### src/rtl/dmem_arbiter.sv
// Arbitrates the single-port data memory between the MEM-stage core port and a
// word-wide DMA/debug master. The core has priority, and starvation forces periodic DMA grants.
module dmem_arbiter #(
  parameter int DATA_WIDTH   = 32,
  parameter int STARVE_LIMIT = 4
) (
  input  logic                  clk,
  input  logic                  rst,
  input  logic                  core_req_i,
  input  logic                  core_we_i,
  input  logic [2:0]            core_funct3_i,
  input  logic [DATA_WIDTH-1:0] core_addr_i,
  input  logic [DATA_WIDTH-1:0] core_wdata_i,
  output logic                  core_stall_o,
  output logic                  core_rvalid_o,
  output logic [DATA_WIDTH-1:0] core_rdata_o,
  input  logic                  dma_req_i,
  input  logic                  dma_we_i,
  input  logic [DATA_WIDTH-1:0] dma_addr_i,
  input  logic [DATA_WIDTH-1:0] dma_wdata_i,
  output logic                  dma_gnt_o,
  output logic                  dma_rvalid_o,
  output logic [DATA_WIDTH-1:0] dma_rdata_o,
  output logic                  mem_we_o,
  output logic                  mem_re_o,
  output logic [2:0]            mem_funct3_o,
  output logic [DATA_WIDTH-1:0] mem_addr_o,
  output logic [DATA_WIDTH-1:0] mem_wdata_o,
  input  logic [DATA_WIDTH-1:0] mem_rdata_i
);

  localparam int CNT_W = $clog2(STARVE_LIMIT + 1);
  localparam logic [CNT_W-1:0] LIMIT_C = CNT_W'(STARVE_LIMIT);
  localparam logic [2:0] FUNCT3_WORD = 3'b010;

  typedef enum logic [1:0] {
    OWN_NONE = 2'd0,
    OWN_CORE = 2'd1,
    OWN_DMA  = 2'd2
  } owner_t;

  logic [CNT_W-1:0]      starve_cnt;
  owner_t                rd_owner_p1;
  owner_t                rd_owner_nxt;
  logic                  force_dma;
  logic                  core_gnt;
  logic                  dma_gnt;
  logic [DATA_WIDTH-1:0] core_rdata_q;
  logic [DATA_WIDTH-1:0] dma_rdata_q;
  logic                  unused_dma_addr_lsbs;

  assign unused_dma_addr_lsbs = ^dma_addr_i[1:0];

  // Stage p0: grant decision and memory port drive, all in the issue cycle
  always_comb begin
    force_dma = dma_req_i & (starve_cnt == LIMIT_C);
    core_gnt  = ~rst & core_req_i & ~force_dma;
    dma_gnt   = ~rst & dma_req_i & ~core_gnt;
  end

  assign core_stall_o = core_req_i & ~core_gnt;
  assign dma_gnt_o    = dma_gnt;

  always_comb begin
    mem_we_o     = 1'b0;
    mem_re_o     = 1'b0;
    mem_funct3_o = 3'b000;
    mem_addr_o   = '0;
    mem_wdata_o  = '0;
    if (core_gnt) begin
      mem_we_o     = core_we_i;
      mem_re_o     = ~core_we_i;
      mem_funct3_o = core_funct3_i;
      mem_addr_o   = core_addr_i;
      mem_wdata_o  = core_wdata_i;
    end else if (dma_gnt) begin
      mem_we_o     = dma_we_i;
      mem_re_o     = ~dma_we_i;
      mem_funct3_o = FUNCT3_WORD;
      mem_addr_o   = {dma_addr_i[DATA_WIDTH-1:2], 2'b00};
      mem_wdata_o  = dma_wdata_i;
    end
  end

  always_comb begin
    rd_owner_nxt = OWN_NONE;
    if (core_gnt && !core_we_i)
      rd_owner_nxt = OWN_CORE;
    else if (dma_gnt && !dma_we_i)
      rd_owner_nxt = OWN_DMA;
  end

  always_ff @(posedge clk) begin
    if (rst) begin
      starve_cnt   <= '0;
      rd_owner_p1  <= OWN_NONE;
      core_rdata_q <= '0;
      dma_rdata_q  <= '0;
    end else begin
      if (dma_req_i && !dma_gnt) begin
        if (starve_cnt != LIMIT_C)
          starve_cnt <= starve_cnt + 1'b1;
      end else begin
        starve_cnt <= '0;
      end
      rd_owner_p1 <= rd_owner_nxt;
      if (rd_owner_p1 == OWN_CORE)
        core_rdata_q <= mem_rdata_i;
      if (rd_owner_p1 == OWN_DMA)
        dma_rdata_q <= mem_rdata_i;
    end
  end

  // Stage p1: memory returns read data; route it to the tagged owner.
  // Reset masks the valid so a read pending across reset is dropped.
  assign core_rvalid_o = (rd_owner_p1 == OWN_CORE) & ~rst;
  assign dma_rvalid_o  = (rd_owner_p1 == OWN_DMA) & ~rst;
  assign core_rdata_o  = core_rvalid_o ? mem_rdata_i : core_rdata_q;
  assign dma_rdata_o   = dma_rvalid_o ? mem_rdata_i : dma_rdata_q;

endmodule

### config.mk
export PLATFORM = sky130hd
export DESIGN_NAME = dmem_arbiter
export DESIGN_NICKNAME = d
export VERILOG_FILES = /design/src/rtl/dmem_arbiter.sv
export SDC_FILE = /design/constraint.sdc
export NUM_CORES = 1
export LEC_CHECK = 0
export BUFFER_PORTS_ARGS = -buffer_cell sky130_fd_sc_hd__buf_2
export CORE_MARGIN = 2
export CORE_UTILIZATION = 41
export CTS_CLUSTER_DIAMETER = 200
export DETAILED_ROUTE_END_ITERATION = 12
export GPL_TIMING_DRIVEN = 1
export PLACE_DENSITY_LB_ADDON = 0.08
export SYNTH_ARGS = -nofsm -noshare
export SYNTH_HDL_FRONTEND = slang
export SYNTH_SLANG_ARGS = --single-unit
### constraint.sdc
create_clock -name clk -period 1.7 [get_ports clk]
set_clock_uncertainty 0.15 [all_clocks]
set_input_delay 0.255 -clock clk [delete_from_list [all_inputs] [get_ports clk]]
set_output_delay 0.255 -clock clk [all_outputs]
set_load 0.02 [all_outputs]
==> results of run 1 <==
==> stage by stage <==
stage	area (um^2)	setup TNS [ps]	std cells	hold WS (ps)	util (%)
2_1_floorplan	5880	-1210	632	281	-
3_3_place_gp	7680	-172	1070	300	60.6
3_5_place_dp	7680	-827	1070	303	60.6
4_1_cts	9530	-43160	1116	50.4	75.2
==> routing by layer <==
metal / global-route usage (%) / GRT overflow
met5: 1.47 / 0
met4: 86.1 / 48
met3: 49.1 / 0
met2: 97.1 / 69
met1: 73.3 / 1
==> cell usage after synthesis (all sizes together), types with 2 or more instances <==
cell       n
clkbuf    44
nand4bb   64
o31ai     64
buf       42
o21ai     64
nand3b   127
dfxtp     69
inv       66
nor2b      5
ha         2
o22ai     65
nor2       3
and3       7
or3b       2
nor3b      3
==> cell families after synthesis <==
logic type | after synthesis | synth area share (%)
AO/OA/AOI/OAI | 196 | 25.5
adder cells (fa/ha/maj) | 2 | 0.470
buffers and inverters | 152 | 13.6
flip-flops | 69 | 26.0
AND/OR/NAND/NOR | 213 | 34.5
==> repair_timing <==
item	CTS
pin swaps	24
endpoints found under the setup margin	137
setup buffers	24
resized for setup	320
cloned	9
==> impl_metrics.env, run 1 <==
export IMPL_status="aborted with a tool error"
export IMPL_stop_stage="global routing"
export IMPL_error_line="[ERROR GRT-0232] Routing congestion too high. Check the congestion heatmap in the GUI."
export IMPL_synthCells=632
export IMPL_cts_root_buf="clkbuf_16"
export IMPL_yosys_top_cells_area="dfxtp_1, nand3b_1, nand4bb_1"
export IMPL_grt_max_degree=77
export IMPL_port_buffers=303
export IMPL_antenna_found_initial=7
export IMPL_ys_seq_elements=69
export IMPL_synth_edf_count=0
export IMPL_grt_usage_pct=74.6
export IMPL_clock_sinks=69
export IMPL_dp_hpwl_um=13800
export IMPL_ys_flop_type="dfxtp_1"
export IMPL_yosysSeqAreaShare_pct=26.0
export IMPL_die_height_um=118
export IMPL_yosysTopAreaCell="dfxtp_1"
export IMPL_dieWidth_um=118
export IMPL_cts_hold_buf=0
export IMPL_crit_endpoint="mem_addr_o[15]"
export IMPL_rows=41
export IMPL_globalplace_congestion=0.860
export IMPL_synthArstFlopShare_pct=0
export IMPL_ys_warn_count=0
export IMPL_synth_top_area_share_pct=26.0
export IMPL_grt_ovfl_total=118
export IMPL_avgSynthCellArea_um2=8.42
export IMPL_syn_area_um2=5320
export IMPL_synth_fp_nets=803
export IMPL_initial_core_util_pct=42.0
export IMPL_cts_made_buffers=9
export IMPL_clockBufferDepth=2
export IMPL_endpoint_type="primary output"
export IMPL_h_tree_depth=3
export IMPL_pin_count=306
export IMPL_ys_types=27
export IMPL_place_ws_ps=-61.8
==> run 2, diff against run 1 <==
Settings changed: CORE_UTILIZATION 41 to 40, CTS_CLUSTER_DIAMETER 200 to default, PLACE_DENSITY_LB_ADDON 0.08 to 0.15.
Clock period 1.7 ns to 2.21 ns, I/O delays scaled along.
==> impl_metrics.env, run 2 <==
export IMPL_layout_setup_ws_ps=29.7
export IMPL_cp_slowest_cell="and3_4"
export IMPL_grt_max_degree=109
export IMPL_post_drt_via_cell_ratio=5.64
export IMPL_slew_violations=0
export IMPL_rows=42
export IMPL_grt_ovfl_total=0
export IMPL_area_growth_pct=46.5
export IMPL_critical_path_class="reg -> out"
export IMPL_clockBufferDepth=2
export IMPL_globalplace_congestion=0.785
export IMPL_tightest_slew_ps=1230
export IMPL_irDropWorstVdd_uv=391
export IMPL_final_hold_violation_count=0
export IMPL_drive_gt1_share_pct=45.5
export IMPL_tns_ps=0
export IMPL_dr_pass1_iters=8
export IMPL_critPathMaxStageDelay_ps=330
export IMPL_cts_root_buf="clkbuf_16"
export IMPL_crit_fanout=12
export IMPL_clock_sinks=69
export IMPL_grt_usage_pct=23.7
export IMPL_clk_latency_ps=330
export IMPL_core_um2=13100
export IMPL_powerDensity_nw_per_um2=476
export IMPL_die_height_um=119
export IMPL_synth_fp_nets=803
export IMPL_grt_busiest_layer="met2"
export IMPL_avgSynthCellArea_um2=8.42
export IMPL_dp_hpwl_um=12500
export IMPL_wl_per_cell_um=17.8
export IMPL_post_synth_top_count_cell="nand3b_1"
export IMPL_path_cells="inv_2 -> ha_4 -> and3_4 -> clkbuf_16 -> o22ai_1 -> buf_4"
export IMPL_dieWidth_um=119
export IMPL_synth_top_area_share_pct=26.0
export IMPL_design_power_total_mw=3.71
export IMPL_place_ws_ps=126
export IMPL_drc=0
export IMPL_grtUsageMet3_pct=5.89
export IMPL_startpoint_type="flop"
export IMPL_pin_count=306
export IMPL_antenna_found_initial=2
export IMPL_n_fill_cell=1213
export IMPL_regToRegSetupSlack_ps=180
export IMPL_drt_initial_drc_count=571
export IMPL_fin_crit_ps=2180
export IMPL_drt_wl_total_um=19200
export IMPL_setup_viol=0
export IMPL_ys_seq_elements=69
export IMPL_initial_core_util_pct=40.5
export IMPL_largestRegisters="core_rdata_q (32), dma_rdata_q (32), starve_cnt (3)"
export IMPL_max_cap_violations=0
export IMPL_grtUsageMet2_pct=36.9
export IMPL_h_tree_depth=3
export IMPL_p_leak_nw=3.34
export IMPL_holdCritPathClass="in -> reg"
export IMPL_cp_end_kind="primary output"
export IMPL_cts_made_buffers=9
export IMPL_grt_pass1_wl_um=27500
export IMPL_cts_tree="yes"
export IMPL_synth_edf_count=0
export IMPL_crit_start="starve_cnt[0]"
export IMPL_holdCritStartpoint="dma_we_i"
export IMPL_layout_common_cells="buf_2, nand3b_1, dfxtp_1"
export IMPL_ys_flop_type="dfxtp_1"
export IMPL_hold_ws_ps=126
export IMPL_port_buffers=303
export IMPL_slew_headroom_pct=17.7
export IMPL_nNetsFinal=1065
export IMPL_ys_warn_count=0
export IMPL_status="finished, final reports clean"
export IMPL_finalCritPeriodShare_pct=98.7
export IMPL_worstPathRequired_ps=1730
export IMPL_ys_types=27
export IMPL_syn_area_um2=5320
export IMPL_num_vias=6079
export IMPL_reg2reg_from="rd_owner_p1[0]"
export IMPL_layout_commonest_cell="buf_2"
export IMPL_synthTopCellsByCount="nand3b_1, dfxtp_1, inv_1"
export IMPL_rsz0062_at_grt="yes"
export IMPL_arrival_ps=1700
export IMPL_yosysSeqAreaShare_pct=26.0
export IMPL_grt_pass1_vias=5475
export IMPL_antenna_left=0
export IMPL_yosys_top_cells_area="dfxtp_1, nand3b_1, nand4bb_1"
export IMPL_die_area_um2=14200
export IMPL_max_freq_mhz=459
export IMPL_grtUsageMet1_pct=32.8
export IMPL_clk_pin_slew_ps=50
export IMPL_yosysTopAreaCell="dfxtp_1"
export IMPL_synthArstFlopShare_pct=0
export IMPL_synthCells=632
## run 2: cell counts after synthesis
No cell type changed its count.
## run 2: metal layers
layer	part of all wire (%)	up-vias
met5	0	-
met4	1.6	0
met3	6.8	32
met2	46	264
met1	45	2895
li1	-	2888
## run 2: worst paths after layout
path                                    endpoint  cells past startpoint
worst max-delay path             mem_wdata_o[17]                      6
worst min-delay path              rd_owner_p1[1]                      3
worst max register to register  core_rdata_q[25]                      3
worst min register to register    dma_rdata_q[5]                      2
## run 2: area by class of cell
| type | instances | area [um^2] | share of cell area (%) |
|---|---|---|---|
| antenna | 2 | 5.00 | 0.0642 |
| clock buffer | 13 | 280 | 3.59 |
| clock inverter | 3 | 17.5 | 0.225 |
| inverter | 66 | 248 | 3.18 |
| multi-input combinational | 411 | 3390 | 43.4 |
| sequential | 69 | 1390 | 17.8 |
| tap | 176 | 220 | 2.82 |
| timing repair buffer | 337 | 2250 | 28.8 |
## run 2: timing repair
action | CTS | global route
setup endpoints to repair | 128 | 87
gates cloned | 1 | 9
resized for setup | 43 | 62
buffers inserted | 0 | 1
pin swaps | 0 | 1
hold buffers | 0 | 0
## run 2: through the flow
step | util [%] | std cells | instance area (um^2)
finish | 59.4 | 1077 | 7800
floorplan | - | 632 | 5320
CTS | 56.0 | 1065 | 7360
global placement | 52.3 | 1048 | 6870
global route | 59.4 | 1077 | 7800
detailed placement | 52.3 | 1048 | 6870
## run 2: critical path: cells and delay by family (launching register included)
family                     cells  cell delay, ps
buffers and inverters          3             450
and+or+nand+nor                1             330
DFF                            1             320
adders and majority gates      1             160
AOI/OAI and AO/OA              1              90
## run 2: where the power goes
group          total [mW]  internal (mW)  switching, mW
registers            1.29           1.28         0.0109
logic                1.00          0.453          0.550
clock network        1.42          0.878          0.539
total                3.71           2.61           1.10
## run 2: kinds of logic after synthesis
group	after synthesis	share of synthesized area [%]
AOI/OAI and AO/OA	196	25.5
adders and majority gates	2	0.470
buffers and inverters	152	13.6
DFF	69	26.0
and+or+nand+nor	213	34.5
(Power assumes the default switching activity.)
